`src/rtl/smachine_control_unit.sv`:
```
// ---------------------------------------------------------------------------
// smachine_control_unit
//
// Multi-cycle control unit for a small 8-bit machine. Each instruction takes
// FETCH -> DECODE -> EXECUTE -> WRITEBACK, with FETCH stretched while the
// instruction memory withholds fetch_ack. A fetch that waits WAIT_LIMIT
// cycles is abandoned and the unit parks in HALT with timeout set.
//
// Parameters
//   PC_RESET   : pc value loaded on reset
//   WAIT_LIMIT : FETCH cycles without ack before timeout (1..255)
//
// Ports
//   clk, rst_n        : clock, asynchronous active-low reset
//   enable            : run permission (sampled in IDLE and at end of WRITEBACK)
//   fetch_ack, instr  : instruction memory handshake and data
//   fetch_req, pc     : fetch request and fetch address
//   alu_op            : ALU select, 7 = no operation
//   rd_sel, rs_sel    : register selects from the instruction register
//   imm               : immediate field from the instruction register
//   reg_we            : register-file write strobe (WRITEBACK only)
//   state             : current state code
//   count             : retired-instruction counter
//   halted, illegal,
//   timeout           : sticky status flags, cleared only by reset
// ---------------------------------------------------------------------------
module smachine_control_unit #(
  parameter logic [7:0] PC_RESET   = 8'h00,
  parameter int         WAIT_LIMIT = 15
) (
  input  logic        clk,
  input  logic        rst_n,
  input  logic        enable,
  input  logic        fetch_ack,
  input  logic [15:0] instr,
  output logic        fetch_req,
  output logic [7:0]  pc,
  output logic [2:0]  alu_op,
  output logic [1:0]  rd_sel,
  output logic [1:0]  rs_sel,
  output logic [7:0]  imm,
  output logic        reg_we,
  output logic [2:0]  state,
  output logic [7:0]  count,
  output logic        halted,
  output logic        illegal,
  output logic        timeout
);

  typedef enum logic [2:0] {
    IDLE      = 3'd0,
    FETCH     = 3'd1,
    DECODE    = 3'd2,
    EXECUTE   = 3'd3,
    WRITEBACK = 3'd4,
    HALT      = 3'd5
  } state_t;

  localparam logic [2:0] ALU_NONE  = 3'd7;
  localparam logic [7:0] WAIT_LAST = 8'(WAIT_LIMIT - 1);

  state_t      state_q;
  logic [15:0] ir;
  logic [7:0]  wait_cnt;
  logic [3:0]  opcode;
  logic        op_illegal;
  logic        op_writes;

  // Opcodes 1..7 map onto ALU selects 0..6; NOP, illegal and HALT select none.
  function automatic logic [2:0] alu_sel(input logic [3:0] op);
    case (op)
      4'h1:    return 3'd0;
      4'h2:    return 3'd1;
      4'h3:    return 3'd2;
      4'h4:    return 3'd3;
      4'h5:    return 3'd4;
      4'h6:    return 3'd5;
      4'h7:    return 3'd6;
      default: return ALU_NONE;
    endcase
  endfunction

  assign opcode     = ir[15:12];
  assign op_illegal = (opcode >= 4'h8) && (opcode <= 4'hE);
  assign op_writes  = (opcode >= 4'h1) && (opcode <= 4'h7);

  assign rd_sel = ir[11:10];
  assign rs_sel = ir[9:8];
  assign imm    = ir[7:0];
  assign state  = state_q;

  // Strobes are registered and set on the edge that enters their state, so
  // fetch_req, alu_op and reg_we line up exactly with the state code.
  // NOTE: every register here uses non-blocking assignment so all updates in
  // one edge see the pre-edge values; blocking would create order races.
  always_ff @(posedge clk or negedge rst_n) begin
    if (!rst_n) begin
      state_q   <= IDLE;
      pc        <= PC_RESET;
      ir        <= '0;
      count     <= '0;
      wait_cnt  <= '0;
      fetch_req <= 1'b0;
      reg_we    <= 1'b0;
      alu_op    <= ALU_NONE;
      halted    <= 1'b0;
      illegal   <= 1'b0;
      timeout   <= 1'b0;
    end else begin
      case (state_q)
        IDLE: begin
          if (enable) begin
            state_q   <= FETCH;
            fetch_req <= 1'b1;
            wait_cnt  <= '0;
          end
        end

        FETCH: begin
          if (fetch_ack) begin
            ir        <= instr;
            pc        <= pc + 8'd1;
            fetch_req <= 1'b0;
            state_q   <= DECODE;
          end else if (wait_cnt == WAIT_LAST) begin
            // This is the WAIT_LIMIT-th consecutive cycle without ack.
            timeout   <= 1'b1;
            fetch_req <= 1'b0;
            state_q   <= HALT;
          end else begin
            wait_cnt <= wait_cnt + 8'd1;
          end
        end

        DECODE: begin
          if (opcode == 4'hF) begin
            halted  <= 1'b1;
            state_q <= HALT;
          end else begin
            if (op_illegal) illegal <= 1'b1;
            alu_op  <= alu_sel(opcode);
            state_q <= EXECUTE;
          end
        end

        EXECUTE: begin
          alu_op  <= ALU_NONE;
          reg_we  <= op_writes;
          state_q <= WRITEBACK;
        end

        WRITEBACK: begin
          reg_we <= 1'b0;
          count  <= count + 8'd1;
          if (enable) begin
            state_q   <= FETCH;
            fetch_req <= 1'b1;
            wait_cnt  <= '0;
          end else begin
            state_q <= IDLE;
          end
        end

        HALT: begin
          // Absorbing: pc, count and flags hold; strobes are already low.
          fetch_req <= 1'b0;
          reg_we    <= 1'b0;
          alu_op    <= ALU_NONE;
        end

        default: begin
          // Unused codes 6 and 7 fall back to IDLE with strobes released.
          state_q   <= IDLE;
          fetch_req <= 1'b0;
          reg_we    <= 1'b0;
          alu_op    <= ALU_NONE;
        end
      endcase
    end
  end

endmodule

```
`config.mk`:
```
export PLATFORM = sky130hd
export DESIGN_NAME = smachine_control_unit
export DESIGN_NICKNAME = d
export VERILOG_FILES = /design/src/rtl/smachine_control_unit.sv
export SDC_FILE = /design/constraint.sdc
export NUM_CORES = 1
export LEC_CHECK = 0
export CORE_MARGIN = 1.5
export CORE_UTILIZATION = 50
export DETAILED_ROUTE_END_ITERATION = 6
export PLACE_DENSITY = 0.8
export SKIP_CTS_REPAIR_TIMING = 1
export SYNTH_ARGS = -nofsm -noshare
export SYNTH_HDL_FRONTEND = slang
export SYNTH_SLANG_ARGS = --single-unit
```
`constraint.sdc`:
```
create_clock -name clk -period 2.3 [get_ports clk]
set_input_delay 0.69 -clock clk [delete_from_list [all_inputs] [get_ports clk]]
set_output_delay 0.69 -clock clk [all_outputs]
set_load 0.1 [all_outputs]
```
# Word level (Yosys, flattened, before mapping)
# Cells that the tools add are included.
[classes] addsub=3 magnitude_cmp=4 n_eq_ne=20 muxes=18 n_bitwise=5 reduce_logical=16
[op_table] op="$add 8x1->8 const B" n=3
[op_table] op="$mux 8" n=3
[op_table] op="$pmux 3 s7" n=1
[op_table] op="$pmux 3 s6" n=1
[op_table] op="$eq 4x3->1 const B" n=4
[op_table] op="$pmux 8 s2" n=1
[op_table] op="$mux 3" n=5
[op_table] op="$reduce_and 3->1" n=4
[op_table] op="$eq 4x2->1 const B" n=2
[op_table] op="$eq 8x4->1 const B" n=1
[op_table] op="$ne 2x2->1 const B" n=4
[op_table] op="$eq 3x2->1 const B" n=2
[op_table] op="$eq 3x3->1 const B" n=2
[op_table] op="$pmux 3 s2" n=1
[op_table] op="$reduce_and 2->1" n=3
[op_table] op="$reduce_or 3->1" n=2
[op_table] op="$not 1->1" n=5
[op_table] op="$eq 4x1->1 const B" n=1
[op_table] op="$eq 4x4->1 const B" n=1
[op_table] op="$ge 4x1->1 const B" n=1
[op_table] op="$ge 4x4->1 const B" n=1
[op_table] op="$le 4x3->1 const B" n=1
[op_table] op="$le 4x4->1 const B" n=1
[op_table] op="$mux 1" n=4
[op_table] op="other kinds (10)" n=12
[word_totals] register_bits=51 inputBits=20 out_inout_bits=39 word_cells=77

# Longest topological paths before layout
# Gate-level depths: netlist of the first run.
[logic_depth] depth_word=4 mapped_depth=7 mapped_depth_nobuf=6

# Worst setup path after synthesis of the first run
# No wires, ideal clock.
[synth_timing] path_kind="register to register" from="register state_q[0] (netlist: state[0])" to="register ir[0]" setup_ns=0.125 arrival_ns=2.035 required_ns=2.175 setup_slack_ns=0.140 path_stages_with_launch=5 path_buffers=2 period_less_slack_ns=2.160 path_cell_list="dfrtp_1 -> buf_2 -> and4bb_2 -> buf_2 -> mux2_2"
[synth_between] elab_chain_cells=2
[synth_lines] element="from (decl)" line="62" source="state_t state_q;"
[synth_lines] element="from (signal assigned)" line="98" source="state_q <= IDLE;"
[synth_lines] element="from (signal assigned)" line="113" source="state_q <= FETCH;"
[synth_lines] element="from (signal assigned)" line="124" source="state_q <= DECODE;"
[synth_lines] element="$eq 3x1->1" line="110" source="case (state_q)"
[synth_lines] element="$reduce_and 2->1 (no source line)"
[synth_lines] element="to (signal assigned)" line="121" source="ir <= instr;"
[synth_lines] element="to (decl)" line="63" source="logic [15:0] ir;"
# No other way between the ends.
# A chain may end at the register's enable or synchronous reset.

# Final worst setup path of the first run
[layout_timing] from="input fetch_ack" to="register ir[5]"
[layout_between] elab_chain_cells=1
[layout_lines] element="from (decl)" line="34" source="input logic fetch_ack,"
[layout_lines] element="$reduce_and 2->1 (no source line)"
# No other way between the ends.

==> impl_metrics.yaml, run 1 <==
routing:
  met1_length_um: 1820
  drt-total-wl_um: 4110
  wl_met3_um: 167
  vias: 1622
  dr.pass1.iters: 6
  avgRoutedWirePerCell_um: 13.5
  postRouteAntennaNets: 0
  drc: 0
  top_layer: "met4"
  drtIter0Drc: 112
  dr_wl_met2_um: 2080
  viasPerCell: 5.34
global_routing:
  grt_max_degree: 34
  antenna_found_initial: 0
  gr-usage-all-layers_pct: 17.4
  gr-total-overflow: 0
  grt_pass1_vias: 1521
  grt_pass1_wl_um: 7020
floorplan:
  die_h_um: 71.8
  core_area_um2: 4440
  ios: 59
  rows: 24
  dieArea_um2: 5150
  start_util_pct: 53.2
  die_width_um: 71.8
sta:
  hold_violations: 0
  maxSlewViolCount: 0
  min_period_ns: 1.95
  tightestPinTransition_ns: 0.530
  fmax_mhz: 513
  fin_crit_sh_pct: 84.7
  skew_ns: 0.00344
  relSlewSlack_pct: 64.7
  setup-tns-final_ns: 0
  setup_viol: 0
  rsz0062_at_grt: "no"
placement:
  numPortBuffers: 58
  place_hpwl_um: 3120
  finalWeightedCongestion: 0.791
critical_path:
  crit_type: "input pin to register"
  ff2ff_setup_slack_ns: 0.51
  cp_cell_sequence: "clkdlybuf4s50_1, and4bb_2, buf_4, mux2_2"
  cp_top_family: "buffers and inverters"
  cp-start-kind: "input pin"
  cp-end-kind: "register"
  r2r_cells: 7
  cp.required_ns: 2.49
  path_buf_inv: 2
  arrival_ns: 2.14
  timing.rr.end: "wait_cnt[3]"
  cp_slowest_cell: "clkdlybuf4s50_1"
  cp_max_fo: 7
  cpPeakStageDelay_ns: 0.59
  r2r_start: "wait_cnt[0]"
logic_synthesis:
  synthMostInstantiatedCell: "dfrtp_1"
  async_flop_share_pct: 100
  syn_inst: 199
  synthXorXnorAreaFrac_pct: 5.56
  yosys.area_share.simple_pct: 14.9
  synth_top_family_by_area: "simple AND/OR/NAND/NOR gates"
  synth_fp_nets: 223
  synth-seq-cells: 51
  synthAdderAreaFrac_pct: 2.12
  yosysTopAreaCell: "dfrtp_1"
  synthMuxAreaShare_pct: 8.57
  ys_types: 41
  ys.flop_type: "dfrtp_1"
  synth_warnings: 0
  netlist_top_cells_area: "dfrtp_1, mux2_2, buf_4, dfstp_2, xnor2_1"
  synth-compound-area-share_pct: 8.94
  netlist_top_cells_count: "dfrtp_1, mux2_2, buf_4, nor2_1"
  netlist.area_leader.share_pct: 50.8
  synth.cell_area_um2: 2360
  syn_avg_cell_area_um2: 11.9
  synth_edf_count: 0
  yosysSeqAreaShare_pct: 54.1
layout:
  finish.utilization_pct: 67.6
  fillCellCount: 339
  antenna_cells: 0
  layout.nets: 275
  drive_above_1_share_pct: 33.3
  areaGrowthSynthToFinish_pct: 27.1
clock_tree:
  cts_tree: "built"
  clk_pin_slew_worst_paths_ns: 0.09
  htreeDepth: 2
  cts.sink_count: 51
  cts_buffer_depth: 2
  cts_root_buffer: "clkbuf_8"
  clk_latency_ns: 0.30
  numCtsBuffers: 5
outcome:
  run_status: "completed"
min_path:
  min_path_type: "input pin to async pin"
run:
  drv_cap: 0
cell type report:
class | count | area, µm² | share of cell area, %
Clock inverter | 1 | 8.76 | 0.291
Multi-Input combinational cell | 126 | 947 | 31.5
Tap cell | 52 | 65.1 | 2.16
Clock buffer | 7 | 86.3 | 2.87
Inverter | 4 | 15.0 | 0.500
Timing Repair Buffer | 63 | 603 | 20.1
Sequential cell | 51 | 1280 | 42.6
registers in the layout, indices dropped and copies added, names as in the netlist:
name       cells
wait_cnt       8
alu_op         3
count          8
reg_we         1
timeout        1
fetch_req      1
illegal        1
state          3
halted         1
ir            16
pc             8
metrics by stage:
stage / instance area, µm² / std cells / hold slack, ns / worst slack [ns]
final: 3010 / 304 / 0.317 / 0.352
after global routing: 3010 / 304 / 0.339 / 0.294
after CTS: 3010 / 304 / 0.318 / 0.367
after detailed placement: 2910 / 296 / 0.466 / 0.0428
after global placement: 2910 / 296 / 0.457 / 0.0496
after floorplan: 2360 / 199 / 0.394 / 0.140
cells by family after synthesis:
group | Yosys count
xor gates and xnor gates | 15
DFF | 51
buffers and inverters | 22
adders and majority gates | 4
and+or+nand+nor | 59
AOI/OAI and AO/OA | 30
muxes | 18
placed cells by master, fill, tap and decap left out, types with 7 or more instances in the layout:
cell and instances:
a21oi_1 7, buf_12 7, buf_4 37, clkdlybuf4s50_1 18
dfrtp_1 48, mux2_2 18, nand2_1 10, nand3_1 10
nor2_1 12, xnor2_1 9
layer usage:
layer	GRT usage, %	vias to the layer above
met1	23.3	775
li1	-	801
met3	4.22	5
met2	28.2	41
met4	5.24	0
met5	0	-
how the worst max path moves through the flow:
stage / start / end / slack (ns) / depth (start not counted)
5_1_grt: fetch_ack / pc[5] / 0.29 / 5
3_5_place_dp: fetch_ack / ir[11] / 0.04 / 4
2_1_floorplan: state[0] / ir[0] / 0.14 / 4
3_3_place_gp: fetch_ack / ir[15] / 0.05 / 4
6_report: fetch_ack / ir[5] / 0.35 / 4
4_1_cts: fetch_ack / pc[5] / 0.37 / 5
Power of run 1 is left out: the tool's default activity adds up to more than one toggle a clock period on the data nets, which glitch-free logic cannot reach.
==> inputs of run 2 (changes only) <==
Settings changed: CORE_UTILIZATION 50 to 49, PLACE_DENSITY 0.8 to 0.79.
Clock period 2.3 ns to 1.9 ns, I/O delays scaled along.
==> run 2 against run 1 <==
Compared with the run above: register-to-register slack got worse by 0.38 ns; via count up 3.8%; die area up 2.0%; final area up 14%; hold slack lost 0.087 ns; non-clock buffer count is 2 higher; sequential cell count did not move; global-route usage increased by 2.3 points.
==> impl_metrics.yaml, run 2 (synthesis results as in run 1) <==
sta:
  maxSlewViolCount: 0
  fmax_mhz: 564
  tightestPinTransition_ns: 0.507
  min_period_ns: 1.77
  rsz0062_at_grt: "no"
  skew_ns: 0.00755
  hold_violations: 0
  setup_viol: 0
  fin_crit_sh_pct: 93.4
  relSlewSlack_pct: 66.1
critical_path:
  arrival_ns: 1.97
  cp_cell_sequence: "clkdlybuf4s50_1, and4bb_2, buf_4, mux2_2"
  r2r_cells: 7
  cp-end-kind: "register"
  cp_max_fo: 6
  cp-start-kind: "input pin"
  startpoint: "fetch_ack"
  crit_type: "input pin to register"
  r2r_start: "wait_cnt[0]"
  cpPeakStageDelay_ns: 0.57
  crit_path_end: "ir[10]"
  cp_slowest_cell: "clkdlybuf4s50_1"
  timing.rr.end: "wait_cnt[3]"
  cp.required_ns: 2.10
  ff2ff_setup_slack_ns: 0.13
layout:
  layout.nets: 277
  antenna_cells: 0
  layout_commonest_cell: "dfrtp_1"
  areaGrowthSynthToFinish_pct: 45.5
  mostFrequentLayoutCells: "dfrtp_1, buf_12, mux2_2, clkdlybuf4s50_1, nor2_1"
  drive_above_1_share_pct: 35.4
  top_register: "ir"
  final_cell_count_no_fill: 308
  largest_reg_flops: 16
placement:
  place_hpwl_um: 3540
  finalWeightedCongestion: 0.783
  numPortBuffers: 58
  dp_cells: 300
clock_tree:
  cts_root_buffer: "clkbuf_8"
  htreeDepth: 2
  cts.sink_count: 51
  clk_latency_ns: 0.31
  numCtsBuffers: 5
  cts_tree: "built"
  cts_buffer_depth: 2
  clk_pin_slew_worst_paths_ns: 0.09
routing:
  drc: 0
  avgRoutedWirePerCell_um: 15.3
  dr.pass1.iters: 4
  viasPerCell: 5.46
  postRouteAntennaNets: 0
  drtIter0Drc: 152
  vias: 1683
  drt-total-wl_um: 4710
floorplan:
  rows: 25
  dieArea_um2: 5250
  die_h_um: 72.5
  core_area_um2: 4690
  die_width_um: 72.5
  ios: 59
  start_util_pct: 50.4
outcome:
  run_status: "completed"
global_routing:
  antenna_found_initial: 0
  gr-total-overflow: 0
  grt_pass1_wl_um: 7980
  grt_pass1_vias: 1741
  grt_max_degree: 52
  gr-usage-all-layers_pct: 19.7
run:
  drv_cap: 0
min_path:
  min_path_type: "input pin to async pin"
## run 2: cell count changes in the layout (fill, tap and decap cells not counted)
cell	before	now
dfrtp_2	0	3
dfrtp_1	48	45
buf_12	7	41
clkinv_2	0	3
clkbuf_1	1	0
clkinv_4	1	0
buf_4	37	5
clkbuf_8	6	5
## run 2: how the worst min path moves through the flow
stage	cells past startpoint	to	startpoint
global route	2	count[6]	rst_n
global placement	1	alu_op[0]	ir[12]
finish	2	count[6]	rst_n
CTS	2	pc[6]	rst_n
floorplan	0	count[0]	rst_n
detailed placement	1	illegal	illegal
## run 2: layer usage
layer	up-vias	part of all wire, %	routed length [µm]	global-route usage [%]
met3	5	3.5	166	5.42
met2	36	53	2510	33.7
met5	-	0	0	0
met1	845	42	1990	24.4
li1	797	-	-	-
met4	0	1.0	47	5.87
## run 2: layout make-up
cell class | instances | area, µm²
flip-flops and latches | 51 | 1280
fillers | 298 | 1250
repair buffers | 65 | 1040
multi-input cells | 126 | 947
clock buffers | 5 | 68.8
well taps | 54 | 67.6
clock inverters | 3 | 15.0
inverters | 4 | 15.0
## run 2: critical path: cells and delay by family
family	cells	cell delay [ns]
multiplexers	1	0.33
buffers and inverters	2	0.74
AND/OR/NAND/NOR	1	0.33
## run 2: metrics by stage
step	setup slack [ns]	util, %	cell area (µm²)	hold WS (ns)	setup TNS (ns)
floorplan	0.0344	-	2370	0.274	0
global placement	-0.183	71.5	3360	0.491	-4.46
detailed placement	-0.202	71.5	3360	0.509	-5.14
CTS	0.116	73.3	3440	0.246	0
global route	0.00892	73.3	3440	0.253	0
finish	0.126	73.3	3440	0.230	0
Power of run 2 is left out for the same reason.
==> RTL edit 1 (config.mk and constraints of run 2) <==
Reset style: synchronous (`rst_n`), changed in one clocked block. Comments in the files are not updated.
--- a/src/rtl/smachine_control_unit.sv
+++ b/src/rtl/smachine_control_unit.sv
@@ -93,7 +93,7 @@
   // fetch_req, alu_op and reg_we line up exactly with the state code.
   // NOTE: every register here uses non-blocking assignment so all updates in
   // one edge see the pre-edge values; blocking would create order races.
-  always_ff @(posedge clk or negedge rst_n) begin
+  always_ff @(posedge clk) begin
     if (!rst_n) begin
       state_q   <= IDLE;
       pc        <= PC_RESET;
Formal check against the unedited RTL: differs if rst_n is asserted again (counterexample within 4 cycles, from zero or initial values and one cycle with rst_n low); with rst_n held inactive, the same outputs for 10 cycles.
==> RTL edit 1 against run 2 <==
  * Synthesized area grew 1.5%
  * Sequential cell count is the same
  * Final area grew 2.0%
  * Wire length up 8.9%
  * Clock skew down 5.1 ps
  * Die area increased by 1.5%
  * Count of clock-buffer cells in the layout grew 2
  * Highest routed layer unchanged
  * Worst setup slack better by 71 ps
Power is left out: it rests on default switching activity, and per cell area and clock period it moved more than threefold.
==> RTL edit 1: results (changes against run 2) <==
Crit path launch - state[0]
Routed met2 length - 2560 um (+2.0%)
Fill cells - 339 (+14%)
Total GRT Usage - 21.2% (+1.5 points)
Cell variety after synth - 45 (+9.8%)
Period utilization - 89.6% (-3.7 points)
Routed length on met3 - 190 um (+14%)
WL final - 5130 um (+8.9%)
Slew at the pin closest to its max-slew limit - 483 ps (-24.2 ps)
Vias in the first global route - 1978 (+14%)
First-pass GRT wire length - 8880 um (+11%)
Outcome - finished, final reports clean
Routed vias/inst - 5.17 (-5.4%)
1st-iter DRT viols - 167 (+9.9%)
Reg2Reg Depth - 4 (-3)
Instance area at placement - 3420 sq um (+1.9%)
FF-to-FF setup slack - 200 ps (+70 ps)
Area grow syn2layout - 46.1%
Dpl ws - -409 ps (-207 ps)
Routability cong. - 0.836 (+6.8%)
Async set-reset flop share out of synthesis - 0% (-100 points)
Non-filler cells in the finished layout - 390 (+27%)
Top delay family on crit path - simple AND/OR/NAND/NOR gates
Placed cell count - 382 (+27%)
Routed metal-1 wire length - 2300 um (+15%)
CP max-delay cell - or4b_4
Top FF cell, synth - dfxtp_1
Synth cell count leaders - dfxtp_1 (51), nand2_1 (50), a21boi_0 (18)
==> RTL edit 1: kinds of logic after synthesis <==
logic type / count (synthesis) / synth area share (%)
buffers and inverters: 29 / 6.93
adders and majority gates: 4 / 2.08
DFF: 51 / 42.5
muxes: 2 / 0.834
and+or+nand+nor: 119 / 26.5
xor gates and xnor gates: 15 / 5.47
AOI/OAI and AO/OA: 52 / 15.6
==> RTL edit 1: per-layer routing <==
metal	global-route usage, %	up-vias
met3	4.28	7
met5	0	-
met4	8.81	0
met1	26.4	935
li1	-	1027
met2	35.4	47
==> RTL edit 1: layout make-up <==
class | instances | area share, %
Clock buffer | 7 | 2.18
Clock inverter | 1 | 0.143
Inverter | 3 | 0.321
Multi-Input combinational cell | 192 | 35.1
Sequential cell | 51 | 29.4
Tap cell | 67 | 2.39
Timing Repair Buffer | 69 | 30.5
==> RTL edit 1: tightest hold or removal path, delay by kind of cell (launching register included) <==
kind	cells	cell delay, ps
flops	1	340
compound gates	1	60
simple gates	1	60
==> RTL edit 1: how the worst min path moves through the flow <==
stage                     startpoint  endpoint  slack (ps)  cells past startpoint
after floorplan                ir[0]     ir[0]         440                      2
after global placement         ir[8]     ir[8]         490                      2
after detailed placement       ir[8]     ir[8]         490                      2
after CTS                      ir[8]     ir[8]         500                      2
after global routing           ir[3]     ir[3]         530                      2
final                          ir[8]     ir[8]         500                      2
==> RTL edit 2 (flow settings as in run 2) <==
Made on the original files. `WAIT_LIMIT`: 15 -> 11.
--- a/src/rtl/smachine_control_unit.sv
+++ b/src/rtl/smachine_control_unit.sv
@@ -26,7 +26,7 @@
 // ---------------------------------------------------------------------------
 module smachine_control_unit #(
   parameter logic [7:0] PC_RESET   = 8'h00,
-  parameter int         WAIT_LIMIT = 15
+  parameter int         WAIT_LIMIT = 11
 ) (
   input  logic        clk,
   input  logic        rst_n,
Function: same outputs for any inputs over 10 cycles, from zero or initial values and one cycle with rst_n low; that may be too few to reach the edited logic, so the function may still have changed.
==> RTL edit 2 against run 2 <==
  * Sequential share of layout area fell by 0.91 points
  * Final area is 2.7% higher
  * Worst setup slack got worse by 47 ps
  * Global-route usage grew 0.14 points
  * Cell count increased by 4.9%
  * Sequential cell count did not move
  * Synthesized area increased by 1.3%
  * Via count grew 0.42%
  * Wire length rose by 0.36%
  * Critical path depth is 1 higher
  * Hold slack worse by 55 ps
Power is not shown: default switching activity piles up to over one toggle a cycle in this logic, so the estimate is an artifact.
==> RTL edit 2: results (changes against run 2) <==
Detailed placement HPWL - 3610 um (+1.9%)
Worst-skew pair later-pin latency - 310 ps (about the same)
Async set-reset flop share out of synthesis - 100% (unchanged)
Yosys warning total - 0 (unchanged)
Ratio of cells with drive above 1 in the final layout - 37.5% (+2.1 points)
Reg2reg end - wait_cnt[6]
Top post-synthesis cells by area - dfrtp_1 (50%), mux2_2 (8.5%), buf_4 (3.8%)
DR vias - 1690 (+0.42%)
TritonRoute pass-1 iters - 4 (unchanged)
Antenna violations before repair - 0 (unchanged)
Mux share of post-synthesis cell area - 8.46% (-0.11 points)
FF-to-FF setup slack - 190 ps (+60 ps)
Post-synthesis sequential area ratio - 53.4% (-0.71 points)
Yosys top cell by area - dfrtp_1
Net Count, Synth - 222 (-0.45%)
Reg2Reg Depth - 7 (unchanged)
XOR/XNOR share of the synthesized area - 5.48% (-0.073 points)
Final nets - 279 (+0.72%)
Routability cong. - 0.836 (+6.8%)
Crit path DAT - 2040 ps (+70 ps)
Max reg flops - 16 (unchanged)
Input/output buffers - 58 (unchanged)
Post-DR wirelength/cell - 14.6 um (-4.3%)
Compound-Gate Fraction of Synth Area - 8.93% (-0.012 points)
First-pass GRT wire length - 8050 um (+0.95%)
Cell variety after synth - 39 (-4.9%)
Vias in the first global route - 1778 (+2.1%)
Fill cells - 294 (-1.3%)
Routed vias/inst - 5.23 (-4.2%)
Largest net degree at the start of global routing - 29 (-44%)
CTS Buf Count - 5 (unchanged)
1st-iter DRT viols - 86 (-43%)
Total GRT Usage - 19.8% (+0.14 points)
Placed cell count - 315 (+5.0%)
Reg with most FFs - ir
Mapped Avg Cell Area - 12.1 sq um (+1.8%)
CP Max Fanout - 5 (-1)
Post-Synth Adder-Cell Area - 2.09% (-0.028 points)
Outcome - finished, final reports clean
Clock-pin slew on the worst setup and hold paths - 100 ps
Remaining DRCs - 0 (unchanged)
Worst hold path type - primary input to async pin
CTS Root Cell - clkbuf_8
Synth cell count leaders - dfrtp_1 (48), mux2_2 (18), buf_4 (12)
R2R Path Start - wait_cnt[0]
CTS max path bufs - 2 (unchanged)
Worst Skew - 11.6 ps (+4.06 ps)
CTS H-tree depth - 2 (unchanged)
Diode count - 0 (unchanged)
Slew headroom - 70.8% (+4.7 points)
RTL edit 2: cell types whose count changed after synthesis, sizes merged, moves of 2 or more:
cell   delta
nor2b     -2
nor3      +2
nor2      -3
nand4     +3
a211o     +2
RTL edit 2: worst max path at each step:
stage / slack, ps / endpoint / startpoint
after global placement: -210 / pc[5] / fetch_ack
after CTS: 80 / pc[3] / fetch_ack
final: 80 / pc[3] / fetch_ack
after global routing: 30 / wait_cnt[2] / fetch_ack
after detailed placement: -250 / wait_cnt[2] / fetch_ack
after floorplan: 30 / wait_cnt[2] / state[2]
RTL edit 2: area by class of cell:
class	count	area (sq um)	share of cell area, %
clock buffer	5	68.8	1.95
inverter	5	18.8	0.531
multi-input combinational	124	966	27.3
sequential	51	1290	36.4
tap	67	83.8	2.37
clock inverter	3	43.8	1.24
timing repair buffer	68	1070	30.2
RTL edit 2: kinds of logic after synthesis:
group | after synthesis
AOI/OAI and AO/OA | 30
DFF | 51
muxes | 18
xor gates and xnor gates | 15
and+or+nand+nor | 57
buffers and inverters | 23
adders and majority gates | 4
RTL edit 2: through the flow:
stage	instance area (sq um)	worst slack [ps]	hold slack, ps	util (%)	TNS, ps
floorplan	2400	32.1	274	-	0
global placement	3420	-208	497	72.4	-5610
detailed placement	3420	-250	513	72.4	-6480
CTS	3530	77.9	186	74.8	0
global route	3530	26.7	192	74.8	0
finish	3530	78.7	175	74.8	0
RTL edit 2: critical path: stages:
cell             delay (ps)
clkdlybuf4s50_1         560
and4bb_2                350
and4_1                  270
buf_4                   130
xor2_1                  170
RTL edit 2: layer usage:
layer	GRT usage (%)	part of all wire, %
met2	32.8	51
met4	7.34	1.6
met1	23.8	42
met5	0	0
met3	7.04	5.7
